--- src/rtl/saturn_bus_sequencer.sv ---
// Saturn bus sequencer: arbitrates two requesters (A = control unit,
// B = debugger). Each granted request becomes a command/address/data nibble
// stream on the 4-phase Saturn nibble bus.
module saturn_bus_sequencer #(
  parameter logic [3:0] CMD_PC_READ  = 4'h2,
  parameter logic [3:0] CMD_DP_READ  = 4'h3,
  parameter logic [3:0] CMD_DP_WRITE = 4'h5,
  parameter logic [3:0] CMD_LOAD_PC  = 4'h6,
  parameter logic [3:0] CMD_LOAD_DP  = 4'h7
) (
  input  logic        i_clk,
  input  logic        i_reset,
  input  logic        i_clk_en,
  input  logic [3:0]  i_phases,
  input  logic        i_a_req,
  input  logic [1:0]  i_a_type,
  input  logic [19:0] i_a_addr,
  input  logic [3:0]  i_a_len,
  input  logic [3:0]  i_a_wdata,
  output logic        o_a_wack,
  output logic        o_a_done,
  input  logic        i_b_req,
  input  logic [1:0]  i_b_type,
  input  logic [19:0] i_b_addr,
  input  logic [3:0]  i_b_len,
  input  logic [3:0]  i_b_wdata,
  output logic        o_b_wack,
  output logic        o_b_done,
  output logic        o_rd_valid,
  output logic [3:0]  o_rd_nibble,
  output logic        o_rd_owner,
  output logic        o_bus_clk_en,
  output logic        o_bus_is_data,
  output logic [3:0]  o_bus_nibble_out,
  input  logic [3:0]  i_bus_nibble_in,
  output logic        o_busy
);

  typedef enum logic [2:0] {
    S_IDLE = 3'd0,
    S_LOAD = 3'd1,
    S_ADDR = 3'd2,
    S_XCMD = 3'd3,
    S_XFER = 3'd4,
    S_DONE = 3'd5
  } state_t;

  state_t      state_r;
  state_t      eff_state_s;
  logic        last_grant_r;   // 0 = A, 1 = B
  logic        owner_r;
  logic        rd_pend_r;
  logic        wr_pend_r;
  logic [1:0]  type_r;
  logic [3:0]  len_r;
  logic [19:0] addr_sh_r;
  logic [2:0]  addr_cnt_r;
  logic [3:0]  xfer_cnt_r;

  logic        grant_s;
  logic        pick_b_s;
  logic [1:0]  sel_type_s;
  logic [19:0] sel_addr_s;
  logic [3:0]  sel_len_s;
  logic [1:0]  cur_type_s;
  logic [3:0]  cur_len_s;
  logic [3:0]  cmd_s;
  logic [3:0]  load_cmd_s;
  logic [3:0]  wdata_s;
  logic        is_write_s;

  // Arbitration and the "effective" state: on a grant slot the first nibble
  // is emitted immediately, so the granted request's fields are used directly.
  always_comb begin
    grant_s     = 1'b0;
    pick_b_s    = 1'b0;
    sel_type_s  = 2'b00;
    sel_addr_s  = 20'h00000;
    sel_len_s   = 4'h0;
    eff_state_s = state_r;
    cur_type_s  = type_r;
    cur_len_s   = len_r;
    if (state_r == S_IDLE) begin
      grant_s = i_a_req | i_b_req;
    end else begin
      grant_s = 1'b0;
    end
    // Tie goes to whichever requester was not granted last.
    pick_b_s = i_b_req & (~i_a_req | ~last_grant_r);
    if (pick_b_s) begin
      sel_type_s = i_b_type;
      sel_addr_s = i_b_addr;
      sel_len_s  = i_b_len;
    end else begin
      sel_type_s = i_a_type;
      sel_addr_s = i_a_addr;
      sel_len_s  = i_a_len;
    end
    if (grant_s) begin
      eff_state_s = (sel_type_s == 2'b00) ? S_XCMD : S_LOAD;
      cur_type_s  = sel_type_s;
      cur_len_s   = sel_len_s;
    end else begin
      eff_state_s = state_r;
      cur_type_s  = type_r;
      cur_len_s   = len_r;
    end
    case (cur_type_s)
      2'b00:   cmd_s = CMD_PC_READ;
      2'b01:   cmd_s = CMD_PC_READ;
      2'b10:   cmd_s = CMD_DP_READ;
      2'b11:   cmd_s = CMD_DP_WRITE;
      default: cmd_s = CMD_PC_READ;
    endcase
    if (cur_type_s == 2'b01) begin
      load_cmd_s = CMD_LOAD_PC;
    end else begin
      load_cmd_s = CMD_LOAD_DP;
    end
    if (owner_r) begin
      wdata_s = i_b_wdata;
    end else begin
      wdata_s = i_a_wdata;
    end
    is_write_s = (type_r == 2'b11);
  end

  // Sequencer FSM and all registered outputs, advanced only on enabled edges.
  always_ff @(posedge i_clk or posedge i_reset) begin
    if (i_reset) begin
      state_r          <= S_IDLE;
      last_grant_r     <= 1'b1;
      owner_r          <= 1'b0;
      rd_pend_r        <= 1'b0;
      wr_pend_r        <= 1'b0;
      type_r           <= 2'b00;
      len_r            <= 4'h0;
      addr_sh_r        <= 20'h00000;
      addr_cnt_r       <= 3'd0;
      xfer_cnt_r       <= 4'h0;
      o_a_wack         <= 1'b0;
      o_a_done         <= 1'b0;
      o_b_wack         <= 1'b0;
      o_b_done         <= 1'b0;
      o_rd_valid       <= 1'b0;
      o_rd_nibble      <= 4'h0;
      o_rd_owner       <= 1'b0;
      o_bus_clk_en     <= 1'b0;
      o_bus_is_data    <= 1'b0;
      o_bus_nibble_out <= 4'h0;
      o_busy           <= 1'b0;
    end else if (i_clk_en) begin
      o_a_wack   <= 1'b0;
      o_b_wack   <= 1'b0;
      o_a_done   <= 1'b0;
      o_b_done   <= 1'b0;
      o_rd_valid <= 1'b0;
      case (i_phases)
        4'b0001: begin
          if (grant_s) begin
            type_r       <= sel_type_s;
            len_r        <= sel_len_s;
            addr_sh_r    <= sel_addr_s;
            owner_r      <= pick_b_s;
            last_grant_r <= pick_b_s;
            o_busy       <= 1'b1;
          end
          case (eff_state_s)
            S_LOAD: begin
              o_bus_clk_en     <= 1'b1;
              o_bus_is_data    <= 1'b0;
              o_bus_nibble_out <= load_cmd_s;
              addr_cnt_r       <= 3'd0;
              state_r          <= S_ADDR;
            end
            S_ADDR: begin
              o_bus_clk_en     <= 1'b1;
              o_bus_is_data    <= 1'b0;
              o_bus_nibble_out <= addr_sh_r[3:0];
              addr_sh_r        <= {4'h0, addr_sh_r[19:4]};
              if (addr_cnt_r == 3'd4) begin
                state_r <= S_XCMD;
              end else begin
                addr_cnt_r <= addr_cnt_r + 3'd1;
              end
            end
            S_XCMD: begin
              o_bus_clk_en     <= 1'b1;
              o_bus_is_data    <= 1'b0;
              o_bus_nibble_out <= cmd_s;
              xfer_cnt_r       <= cur_len_s;
              state_r          <= S_XFER;
            end
            S_XFER: begin
              o_bus_clk_en     <= 1'b1;
              o_bus_is_data    <= 1'b1;
              o_bus_nibble_out <= is_write_s ? wdata_s : 4'h0;
              wr_pend_r        <= is_write_s;
              rd_pend_r        <= ~is_write_s;
              // Stop at zero rather than wrapping so len=15 yields 16 slots.
              if (xfer_cnt_r == 4'h0) begin
                state_r <= S_DONE;
              end else begin
                xfer_cnt_r <= xfer_cnt_r - 4'h1;
              end
            end
            default: begin
            end
          endcase
        end
        4'b0010: begin
          o_bus_clk_en <= 1'b0;
          if (wr_pend_r) begin
            o_a_wack <= ~owner_r;
            o_b_wack <= owner_r;
          end
          wr_pend_r <= 1'b0;
        end
        4'b0100: begin
          if (rd_pend_r) begin
            o_rd_nibble <= i_bus_nibble_in;
            o_rd_valid  <= 1'b1;
            o_rd_owner  <= owner_r;
          end
          rd_pend_r <= 1'b0;
        end
        4'b1000: begin
          if (state_r == S_DONE) begin
            o_a_done <= ~owner_r;
            o_b_done <= owner_r;
            o_busy   <= 1'b0;
            state_r  <= S_IDLE;
          end
        end
        default: begin
        end
      endcase
    end
  end

endmodule

--- config.mk ---
export PLATFORM = sky130hd
export DESIGN_NAME = saturn_bus_sequencer
export DESIGN_NICKNAME = d
export VERILOG_FILES = /design/src/rtl/saturn_bus_sequencer.sv
export SDC_FILE = /design/constraint.sdc
export NUM_CORES = 1
export LEC_CHECK = 0
export CAP_MARGIN = 5
export CORE_MARGIN = 3
export CORE_UTILIZATION = 48
export CTS_BUF_LIST = sky130_fd_sc_hd__clkbuf_4 sky130_fd_sc_hd__clkbuf_8 sky130_fd_sc_hd__clkbuf_16
export DETAILED_ROUTE_END_ITERATION = 10
export PLACE_DENSITY = 0.91
export RECOVER_POWER = 25
export SLEW_MARGIN = 20
export SYNTH_ARGS = -nofsm -noshare
export SYNTH_HDL_FRONTEND = slang
export SYNTH_SLANG_ARGS = --single-unit
--- constraint.sdc ---
create_clock -name i_clk -period 2.64 [get_ports i_clk]
set_clock_uncertainty 0.1 [all_clocks]
set_input_delay 0.396 -clock i_clk [delete_from_list [all_inputs] [get_ports i_clk]]
set_output_delay 0.396 -clock i_clk [all_outputs]
set_load 0.005 [all_outputs]
Yosys cells after proc, flatten, opt, wreduce, memory -nomap -nowiden:

Cells that the tools add are included.

* mux-type cells: 44
* bitwise operators: 7
* reductions and logical operators: 28
* add/subtract/negate cells: 2
* eq/ne operators: 23

Operator list (number)
* two-way mux 20 bit: 3
* AND reduction 3 bit: 8
* two-way mux 4 bit: 5
* two-way mux 1 bit: 17
* case mux 4 bit (4 select lines): 1
* two-way mux 3 bit: 5
* nonzero test 2 bit: 7
* inequality test 2 bit (second input constant): 6
* case mux 3 bit (2 select lines): 2
* case mux 3 bit (4 select lines): 1
* case mux 4 bit (3 select lines): 1
* AND reduction 4 bit: 3
* case mux 1 bit (2 select lines): 5
* equality test 3 bit (second input constant): 3
* case mux 4 bit (2 select lines): 1
* equality test 2 bit (second input constant): 3
* equality test 3 x 2 -> 1 bit (second input constant): 2
* two-way mux 2 bit: 3
* inequality test 3 bit (second input constant): 2
* AND reduction 6 bit: 1
* inequality test 5 x 2 -> 1 bit (second input constant): 1
* equality test 4 x 1 -> 1 bit (second input constant): 1
* equality test 4 x 2 -> 1 bit (second input constant): 1
* equality test 4 x 3 -> 1 bit (second input constant): 1
* 16 further kinds: 21

* output and inout bits: 17
* register bits: 57
* word-level logic and storage cells: 125
* input bits: 73

Logic depth before layout (Yosys ltp):

Gate-level depths: netlist of run 1.

* depth in word-level cells: 11
* depth in mapped cells: 7
* gate-level depth less buffers: 7

Worst setup path after synthesis of run 1:

No wires, ideal clock.

* kind: register -> register
* start: reg state_r[2]
* end: reg xfer_cnt_r[2]
* path buffers: 0
* arrival: 1.715 ns
* slack: 0.704 ns
* required time: 2.419 ns
* period minus slack after synthesis: 1.936 ns
* setup time: 0.121 ns
* cell stages (with the launch flop): 5
* cells stage by stage: dfrtp_1 or4_4 o211a_1 or3_1 a22o_1

* word-level cells in the longest chain between the ends: 6
* elaborated cells on any way between the ends: 10
* those cells by class: 3 x eq/ne; 4 x mux; 3 x reduce/logical

Ends and longest elaborated chain
* start: declaration: line 48 `state_t state_r;`
* start signal: assignment: line 131 `state_r <= S_IDLE;`
* start signal: assignment: line 174 `state_r <= S_ADDR;`
* start signal: assignment: line 182 `state_r <= S_XCMD;`
* zero test 3 bit: line 83 `if (state_r == S_IDLE) begin`
* two-way mux 1 bit: line 83
* two-way mux 3 bit: line 99 `if (grant_s) begin`
* equality test 3 bit or equality test 3 x 2 -> 1 bit (tied branches): line 168 `case (eff_state_s)`
* inequality test 2 bit (no source line) or nonzero test 2 bit (tied branches)
* AND reduction 4 bit (no source line)
* end signal: assignment: line 191 `xfer_cnt_r <= cur_len_s;`
* end signal: assignment: line 204 `xfer_cnt_r <= xfer_cnt_r - 4'h1;`
* end: declaration: line 58 `logic [3:0] xfer_cnt_r;`

Several ways; a longest one is shown, not always the timed one.
A chain may end at the register's enable or synchronous reset.

Worst setup path after layout of run 1:

* start: reg state_r[2]
* end: reg xfer_cnt_r[1]

The elaborated chain is that of the path after synthesis.

==> results of run 1 <==
## area by class of cell
| cell class | instances | area share, % |
|---|---|---|
| tap | 77 | 2.164 |
| clock buffer | 10 | 3.092 |
| clock inverter | 6 | 1.490 |
| timing repair buffer | 105 | 22.91 |
| sequential | 57 | 32.07 |
| multi-input combinational | 254 | 36.93 |
| inverter | 16 | 1.349 |
## power groups by stage
stage | logic, W | clock network, W | registers (W)
2_1_floorplan | 0.000673 | 0 | 0.00121
3_3_place_gp | 0.00101 | 0 | 0.00128
3_5_place_dp | 0.00106 | 0 | 0.00129
4_1_cts | 0.00106 | 0.000849 | 0.00128
5_1_grt | 0.00119 | 0.000881 | 0.00131
6_report | 0.00106 | 0.000837 | 0.00128
## logic make-up after synthesis
logic type | count (synthesis) | share of synthesized area [%]
flops | 57 | 44.64
simple gates | 108 | 16.63
buf+inv | 34 | 4.617
fa+ha+maj | 3 | 1.174
xor+xnor | 1 | 0.2739
compound gates | 100 | 19.17
mux | 42 | 13.50
## worst min path at each step
| stage | depth (start not counted) | from | endpoint | slack (ps) |
|---|---|---|---|---|
| floorplan | 2 | len_r[2]$_DFFE_PP0P_ | len_r[2]$_DFFE_PP0P_ | 340 |
| global placement | 2 | addr_sh_r[17]$_DFFE_PP0P_ | addr_sh_r[17]$_DFFE_PP0P_ | 360 |
| detailed placement | 2 | addr_sh_r[5]$_DFFE_PP0P_ | addr_sh_r[5]$_DFFE_PP0P_ | 370 |
| CTS | 2 | i_reset | o_bus_nibble_out[1]$_DFFE_PP0P_ | 350 |
| global route | 1 | o_rd_nibble[0]$_DFFE_PP0P_ | o_rd_nibble[0]$_DFFE_PP0P_ | 420 |
| finish | 2 | addr_sh_r[14]$_DFFE_PP0P_ | addr_sh_r[14]$_DFFE_PP0P_ | 380 |
## state kept, by name (all words and copies together), names as in the netlist, 2 cells and up
register / count
addr_sh_r: 20
len_r: 4
o_bus_nibble_out: 4
o_rd_nibble: 4
xfer_cnt_r: 4
addr_cnt_r: 3
state_r: 3
type_r: 2
## cells in the final DEF (no fill, tap or decap), drive strengths merged, types with 3 or more instances in the layout
cell,synthesis,layout
o22ai,4,4
or3,3,3
o21a,3,3
nor3b,3,3
nand3b,4,4
nor3,4,4
nor2,33,33
clkinvlp,0,3
clkdlybuf4s50,0,88
a21boi,3,3
mux2,9,9
mux2i,33,33
dfrtp,56,56
inv,16,17
clkbuf,11,11
a22o,3,3
o31ai,4,4
and2,3,3
nand2,43,43
a21oi,24,24
nor4b,3,3
o21ai,38,38
ha,3,3
buf,7,15
## Yosys cell counts (2+ instances only)
library cell	count	area, um^2
a211o_1	2	17.52
a21boi_1	2	15.01
a21o_1	2	15.01
a21oi_1	24	120.1
a22o_1	3	26.28
a2bb2oi_1	2	17.52
a31oi_1	2	12.51
and2_1	3	18.77
buf_2	4	20.02
buf_4	2	15.01
clkbuf_1	11	41.29
dfrtp_1	56	1401
ha_1	3	37.54
inv_1	16	60.06
mux2_2	9	101.4
mux2i_1	33	330.3
nand2_1	43	161.4
nand2b_1	2	12.51
nand3_1	2	10.01
nand3b_1	4	30.03
nor2_1	33	123.9
nor2b_1	2	12.51
nor3_1	4	20.02
nor3b_2	2	25.02
o21a_1	3	22.52
o21ai_0	36	180.2
o21ai_1	2	10.01
o22a_1	2	17.52
o22ai_1	4	25.02
o31ai_1	4	30.03
or3_1	3	18.77
## per-layer routing
layer	wire (um)	GRT usage, %
met1	3261	27.16
met2	3903	37.81
met3	638	4.610
met4	191	11.30
met5	0	0
## worst min-delay path, cell delays in order, from the launching register on
cell and delay (ps):
dfrtp_1 340, nand2_1 40, o21ai_0 60
## through the flow
step,power (W),area [um^2]
finish,0.003176,4452
detailed placement,0.002350,4252
global placement,0.002289,4252
CTS,0.003192,4456
floorplan,0.001883,3198
global route,0.003386,4452
==> impl_metrics.yaml, run 1 <==
clock_network:
  cts_root_buf: "clkbuf_8"
  clk_pin_slew_ps: 70
  post-cts-setup-buffers: 0
  cts_buffer_depth: 2
  h-tree-depth: 3
  cts_resized: 0
  clkLatencyLatePin_ps: 340
  numClockSinks: 57
  cts_tree: "done"
  cts_hold_buf: 0
  numCtsBuffers: 9
critical_path:
  critPathMaxFanout: 13
  critPathLaunchType: "register"
  cp_num_buf_inv: 0
  r2r_slack_ps: 340
  max_stage_delay_ps: 630
  rr_endpoint: "xfer_cnt_r[1]$_DFFE_PP0P_"
  slowest_stage: "or4_4"
  crit_arrival_ps: 2420
  worst_path_dominant_cell_family: "simple AND/OR/NAND/NOR gates"
  endpoint_kind: "register"
  cp-startpoint: "state_r[2]$_DFFE_PP0P_"
  cp.depth: 4
  r2r_cells: 4
  worstSetupPathType: "reg2reg"
  timing.rr.start: "state_r[2]$_DFFE_PP0P_"
  path_cells: "or4_4 -> o211a_1 -> nor2_1 -> mux2_2"
  required_ps: 2770
  crit_path_end: "xfer_cnt_r[1]$_DFFE_PP0P_"
drt:
  drc: 0
  first_iter_violations: 143
  first_pass_iters: 4
  post_drt_wl_per_cell_um: 15.23
  num_vias: 2942
  drtAntennaViolNets: 0
  via_per_inst: 5.604
  drt-total-wl_um: 7994
die:
  initial_utilization_pct: 50.08
  die_w_um: 87.63
  ios: 90
  die_h_um: 87.63
  die_area_um2: 7678
  row_count: 29
  core_area_um2: 6386
place:
  io_buffers: 89
  place_inst: 509
  dpl.hpwl_um: 6137
  routabilityCongestion: 0.8529
  pre_cts_ws_ps: 58.15
sta:
  setup_tns_ps: 0
  final.period_utilization_pct: 87.00
  fmax_mhz: 435.4
  grt_setup_unrepaired: "no"
  final_max_slew_viol_count: 0
  setup_viol: 0
  post-route-min-period_ps: 2297
  fin_hold_ws_ps: 379.7
  relSlewSlack_pct: 30.40
  fin_ws_ps: 343.3
  hold_viol: 0
  tightestPinTransition_ps: 1043
logic_synthesis:
  syn_area_um2: 3198
  yosys_warnings: 0
  synth_fp_nets: 421
  async_flop_share_pct: 100.0
  synth_ff_type: "dfrtp_1"
  ys_seq_elements: 57
  synth_area_per_cell_um2: 9.270
  yosysUniqueCellTypes: 56
  synth.yosys.seq_area_share_pct: 44.64
  synth_edf_count: 0
  synthCells: 345
worst_hold_path:
  hp-class: "reg2reg"
finish:
  synthToLayoutAreaGrowth_pct: 39.20
  fillCellCount: 498
  layout.cells.non_filler: 525
  layout-drive-gt1-share_pct: 11.16
  multiInputGateArea_um2: 1644
  final_core_util_pct: 69.71
  final-seq-area_um2: 1428
  n_antenna_cell: 0
  nNetsFinal: 519
power:
  pwr_density_cell_nw_per_um2: 713.4
  power.internal_w: 0.002087
  swShare_pct: 34.30
  p_switching_w: 0.001089
  p_leak_nw: 1.933
  pwr-share-seq_pct: 40.3
  peakVddDrop_mv: 0.4827
  combPwrFrac_pct: 33.3
  clkPwrFrac_pct: 26.4
global_route:
  antenna_found_initial: 0
  grt_overflow: 0
  grt_pass1_wl_um: 13330
  grt_pass1_vias: 2919
  grt_start_max_net_pins: 41
  track_usage_pct: 22.42
job:
  cap_violations: 0
status:
  outcome: "completed"
No activity file was read; power rests on OpenSTA's default activity.
==> run 2: changes to the inputs <==
--- a/config.mk
+++ b/config.mk
@@ -10,7 +10,7 @@
 export CORE_UTILIZATION = 48
 export CTS_BUF_LIST = sky130_fd_sc_hd__clkbuf_4 sky130_fd_sc_hd__clkbuf_8 sky130_fd_sc_hd__clkbuf_16
 export DETAILED_ROUTE_END_ITERATION = 10
-export PLACE_DENSITY = 0.91
+export PLACE_DENSITY = 0.8
 export RECOVER_POWER = 25
 export SLEW_MARGIN = 20
 export SYNTH_ARGS = -nofsm -noshare
==> run 2 against run 1 <==
  * Sequential power hardly changed
  * Power decreased by 2.9%
  * Critical path depth grew 2
  * Clock power down 6.3%
  * Non-clock buffer count down 1
  * Combinational power decreased by 5%
==> impl_metrics.yaml, run 2 (synthesized netlist as in run 1, its figures left out) <==
status:
  outcome: "completed"
critical_path:
  worstSetupPathType: "in2reg"
  max_stage_delay_ps: 570
  cp_common_cell: "nor2_1"
  critPathLaunchType: "input port"
  required_ps: 2750
  critPathMaxFanout: 5
  path_cells: "clkdlybuf4s50_1 -> nor2_1 -> or4_4 -> o211a_1 -> nor2_1 -> mux2_2"
  r2r_slack_ps: 400
  crit_arrival_ps: 2390
  endpoint_kind: "register"
  slowest_stage: "clkdlybuf4s50_1"
place:
  dpl.hpwl_um: 6139
  place_inst: 508
  io_buffers: 89
  routabilityCongestion: 0.8998
drt:
  via_per_inst: 5.443
  first_pass_iters: 5
  drc: 0
  num_vias: 2852
  post_drt_wl_per_cell_um: 15.06
  first_iter_violations: 266
  drt-total-wl_um: 7893
  drtAntennaViolNets: 0
die:
  die_w_um: 87.63
  row_count: 29
  initial_utilization_pct: 50.08
  ios: 90
  die_area_um2: 7678
  die_h_um: 87.63
  core_area_um2: 6386
clock_network:
  clk_pin_slew_ps: 60
  cts_resized: 0
  h-tree-depth: 3
  numCtsBuffers: 9
  clkLatencyLatePin_ps: 330
  post-cts-setup-buffers: 0
  cts_hold_buf: 0
  cts_buffer_depth: 2
  cts_tree: "done"
  cts_root_buf: "clkbuf_8"
  numClockSinks: 57
worst_hold_path:
  hp-class: "reg2reg"
sta:
  tightestPinTransition_ps: 1187
  setup_tns_ps: 0
  hold_viol: 0
  setup_viol: 0
  grt_setup_unrepaired: "no"
  final_max_slew_viol_count: 0
  post-route-min-period_ps: 2276
  fmax_mhz: 439.3
  final.period_utilization_pct: 86.22
  relSlewSlack_pct: 20.78
global_route:
  grt_pass1_wl_um: 13060
  grt_pass1_vias: 2806
  grt_start_max_net_pins: 43
  grt_overflow: 0
  track_usage_pct: 21.95
  antenna_found_initial: 0
finish:
  regMostFlops: "addr_sh_r"
  fillCellCount: 513
  nNetsFinal: 518
  n_antenna_cell: 0
  final_common_cell: "clkdlybuf4s50_1"
  synthToLayoutAreaGrowth_pct: 38.65
  layout-drive-gt1-share_pct: 11.19
  mostFrequentLayoutCells: "clkdlybuf4s50_1, dfrtp_1, nand2_1"
  layout.cells.non_filler: 524
  largest_reg_flops: 20
power:
  p_leak_nw: 1.940
  pwr_density_cell_nw_per_um2: 695.2
  peakVddDrop_mv: 0.3665
  finalPower_w: 0.003083
job:
  cap_violations: 0
## run 2: cell types whose count changed in the layout (fill, tap and decap cells not counted)
cell / previous run / this run
clkbuf_1: 1 / 0
clkbuf_8: 10 / 9
clkinv_2: 1 / 4
inv_6: 1 / 0
clkinvlp_4: 3 / 0
clkbuf_4: 0 / 1
clkinv_4: 0 / 1
## run 2: cell type report
type                    count  area (um^2)  share of cell area [%]
multi-input cells         254         1644                   37.08
flip-flops and latches     57         1428                   32.20
repair buffers            104         1016                   22.91
clock buffers              10        131.4                   2.963
well taps                  77        96.34                   2.173
inverters                  16        60.06                   1.354
clock inverters             6        58.81                   1.326
## run 2: per-stage QoR
step | hold WS, ps | util [%] | setup WS [ps] | area (um^2)
detailed placement | 366.2 | 66.46 | 27.68 | 4244
finish | 377.5 | 69.44 | 363.8 | 4434
CTS | 381.6 | 69.44 | 372.7 | 4434
global placement | 361.0 | 66.46 | 73.44 | 4244
global route | 410.2 | 69.44 | 260.6 | 4434
floorplan | 344.7 | - | 703.9 | 3198
## run 2: worst paths after layout
kind / from / to / cells after the start
setup / recovery: i_a_req / xfer_cnt_r[0]$_DFFE_PP0P_ / 6
hold / removal: addr_sh_r[16]$_DFFE_PP0P_ / addr_sh_r[16]$_DFFE_PP0P_ / 2
setup reg to reg: state_r[2]$_DFFE_PP0P_ / xfer_cnt_r[0]$_DFFE_PP0P_ / 4
hold reg to reg: addr_sh_r[16]$_DFFE_PP0P_ / addr_sh_r[16]$_DFFE_PP0P_ / 2
max in group asynchronous: i_reset / rd_pend_r$_DFFE_PP0P_ / 3
min in group asynchronous: i_reset / addr_sh_r[5]$_DFFE_PP0P_ / 2
## run 2: power breakdown
group	internal, W	total (W)	switching, W
Sequential	0.00109	0.00129	0.000192
Clock	0.000441	0.000784	0.000343
Combinational	0.000512	0.00101	0.000502
## run 2: worst max-delay path: cells and delay by family
kind	cells	cell delay, ps
compound gates	1	270
buf+inv	1	570
mux	1	370
simple gates	3	770
## run 2: per-layer routing
layer	vias up	GRT usage, %	routed length, um
met1	1315	28.90	3423
met5	-	0	0
met4	0	6.137	61
met2	109	35.82	3894
met3	7	5.833	514
li1	1421	-	-
==> run 3: changes to the inputs <==
--- a/config.mk
+++ b/config.mk
@@ -5,8 +5,7 @@
 export SDC_FILE = /design/constraint.sdc
 export NUM_CORES = 1
 export LEC_CHECK = 0
-export CAP_MARGIN = 5
-export CORE_MARGIN = 3
+export CAP_MARGIN = 15
 export CORE_UTILIZATION = 48
 export CTS_BUF_LIST = sky130_fd_sc_hd__clkbuf_4 sky130_fd_sc_hd__clkbuf_8 sky130_fd_sc_hd__clkbuf_16
 export DETAILED_ROUTE_END_ITERATION = 10
==> run 3 against run 2 <==
  * Sequential cell count is the same
  * Power up 1.6%
  * Highest routed layer unchanged
  * Worst hold slack about the same
  * Final cell count shrank 0.19%
  * Critical endpoint unchanged
  * Maximum frequency shrank 0.17%
==> impl_metrics.yaml, run 3 (synthesized netlist as in run 1, its figures left out) <==
status:
  outcome: "completed"
critical_path:
  worst_path_dominant_cell_family: "simple AND/OR/NAND/NOR gates"
  required_ps: 2770
  path_cells: "or4_4 -> o211a_1 -> nor2_1 -> mux2_2"
  critPathLaunchType: "register"
  slowest_stage: "or4_4"
  crit_arrival_ps: 2410
  worstSetupPathType: "reg2reg"
  critPathMaxFanout: 11
  cp_num_buf_inv: 0
  max_stage_delay_ps: 620
  endpoint_kind: "register"
clock_network:
  cts_hold_buf: 0
  numClockSinks: 57
  post-cts-setup-buffers: 0
  cts_tree: "done"
  cts_root_buf: "clkbuf_8"
  clk_pin_slew_ps: 70
  numCtsBuffers: 9
  cts_buffer_depth: 2
  clkLatencyLatePin_ps: 340
  cts_resized: 0
  h-tree-depth: 3
drt:
  drtAntennaViolNets: 0
  wl_met3_um: 430
  dr_wl_met2_um: 3664
  via_per_inst: 5.612
  post_drt_wl_per_cell_um: 14.63
  num_vias: 2935
  topRoutingLayerUsed: "met4"
  first_pass_iters: 4
  drc: 0
  wl_met1_um: 3403
  drt-total-wl_um: 7653
  first_iter_violations: 148
die:
  die_w_um: 83.63
  core_area_um2: 6386
  ios: 90
  row_count: 29
  initial_utilization_pct: 50.08
  die_area_um2: 6993
  die_h_um: 83.63
power:
  peakVddDrop_mv: 0.4259
  power.internal_w: 0.002071
  pwr-share-seq_pct: 41.7
  pwr_density_cell_nw_per_um2: 705.4
  finalPower_w: 0.003131
  clkPwrFrac_pct: 26.3
  p_leak_nw: 1.930
  combPwrFrac_pct: 32.1
  swShare_pct: 33.88
  p_switching_w: 0.001061
sta:
  grt_setup_unrepaired: "no"
  final.period_utilization_pct: 86.36
  setup_tns_ps: 0
  fmax_mhz: 438.6
  final_max_slew_viol_count: 0
  setup_viol: 0
  tightestPinTransition_ps: 688.3
  hold_viol: 0
  fin_hold_ws_ps: 377.0
  relSlewSlack_pct: 54.12
  post-route-min-period_ps: 2280
place:
  dpl.hpwl_um: 5819
  io_buffers: 89
  routabilityCongestion: 0.8944
  place_inst: 507
finish:
  n_antenna_cell: 0
  nNetsFinal: 517
  fillCellCount: 528
  layout.cells.non_filler: 523
  multiInputGateArea_um2: 1644
  largest_reg_flops: 20
  final-seq-area_um2: 1428
  regMostFlops: "addr_sh_r"
  synthToLayoutAreaGrowth_pct: 38.81
  mostFrequentLayoutCells: "clkdlybuf4s50_1, dfrtp_1, nand2_1"
  final_common_cell: "clkdlybuf4s50_1"
  layout-drive-gt1-share_pct: 10.99
global_route:
  grt_start_max_net_pins: 43
  track_usage_pct: 23.79
  grt_pass1_vias: 2905
  grt_pass1_wl_um: 13410
  grt_overflow: 0
  antenna_found_initial: 0
job:
  cap_violations: 0
worst_hold_path:
  hp-class: "reg2reg"
run 3: cell count changes in the layout (fill, tap and decap cells not counted):
cell / delta
clkbuf_4: -1
buf_4: -2
clkinv_2: -3
clkbuf_2: +1
clkinvlp_4: +2
clkinv_4: +1
clkbuf_8: +1
run 3: worst paths after layout:
path | end | slack, ps | cells past startpoint | startpoint
max reg2reg | xfer_cnt_r[0]$_DFFE_PP0P_ | 360 | 4 | state_r[0]$_DFFE_PP0P_
min | len_r[2]$_DFFE_PP0P_ | 380 | 2 | len_r[2]$_DFFE_PP0P_
min reg2reg | len_r[2]$_DFFE_PP0P_ | 380 | 2 | len_r[2]$_DFFE_PP0P_
max in group asynchronous | type_r[0]$_DFFE_PP0P_ | 900 | 3 | i_reset
min in group asynchronous | rd_pend_r$_DFFE_PP0P_ | 450 | 2 | i_reset
max | xfer_cnt_r[0]$_DFFE_PP0P_ | 360 | 4 | state_r[0]$_DFFE_PP0P_
run 3: power by group through the flow:
stage	combinational, W	clock (W)	sequential, W
after floorplan	0.000673	0	0.00121
after global placement	0.000974	0	0.00130
after detailed placement	0.00101	0	0.00132
after CTS	0.00101	0.000836	0.00130
after global routing	0.00113	0.000890	0.00133
final	0.00100	0.000823	0.00131
run 3: area by class of cell:
cell class                 instances  area share (%)
tap                               77           2.170
inverter                          16           1.353
clock buffer                      10           3.100
clock inverter                     6           1.522
multi-input combinational        254           37.04
timing repair buffer             103           22.66
sequential                        57           32.16
run 3: worst reg2reg max path, stage by stage (launching register included):
cell and delay (ps):
dfrtp_1 560, or4_4 620, o211a_1 280, nor2_1 240
mux2_2 370
run 3: per-layer routing:
layer  up-vias  GRT usage [%]
li1       1420              -
met1      1383          31.57
met2       115          37.69
met3        17          5.836
met4         0          9.091
met5         -              0
run 3: through the flow:
stage | worst slack (ps) | area (um^2) | utilization (%)
floorplan | 703.9 | 3198 | -
global placement | 124.1 | 4249 | 66.54
detailed placement | 79.08 | 4249 | 66.54
CTS | 374.2 | 4454 | 69.75
global route | 274.0 | 4439 | 69.51
finish | 360.0 | 4439 | 69.51
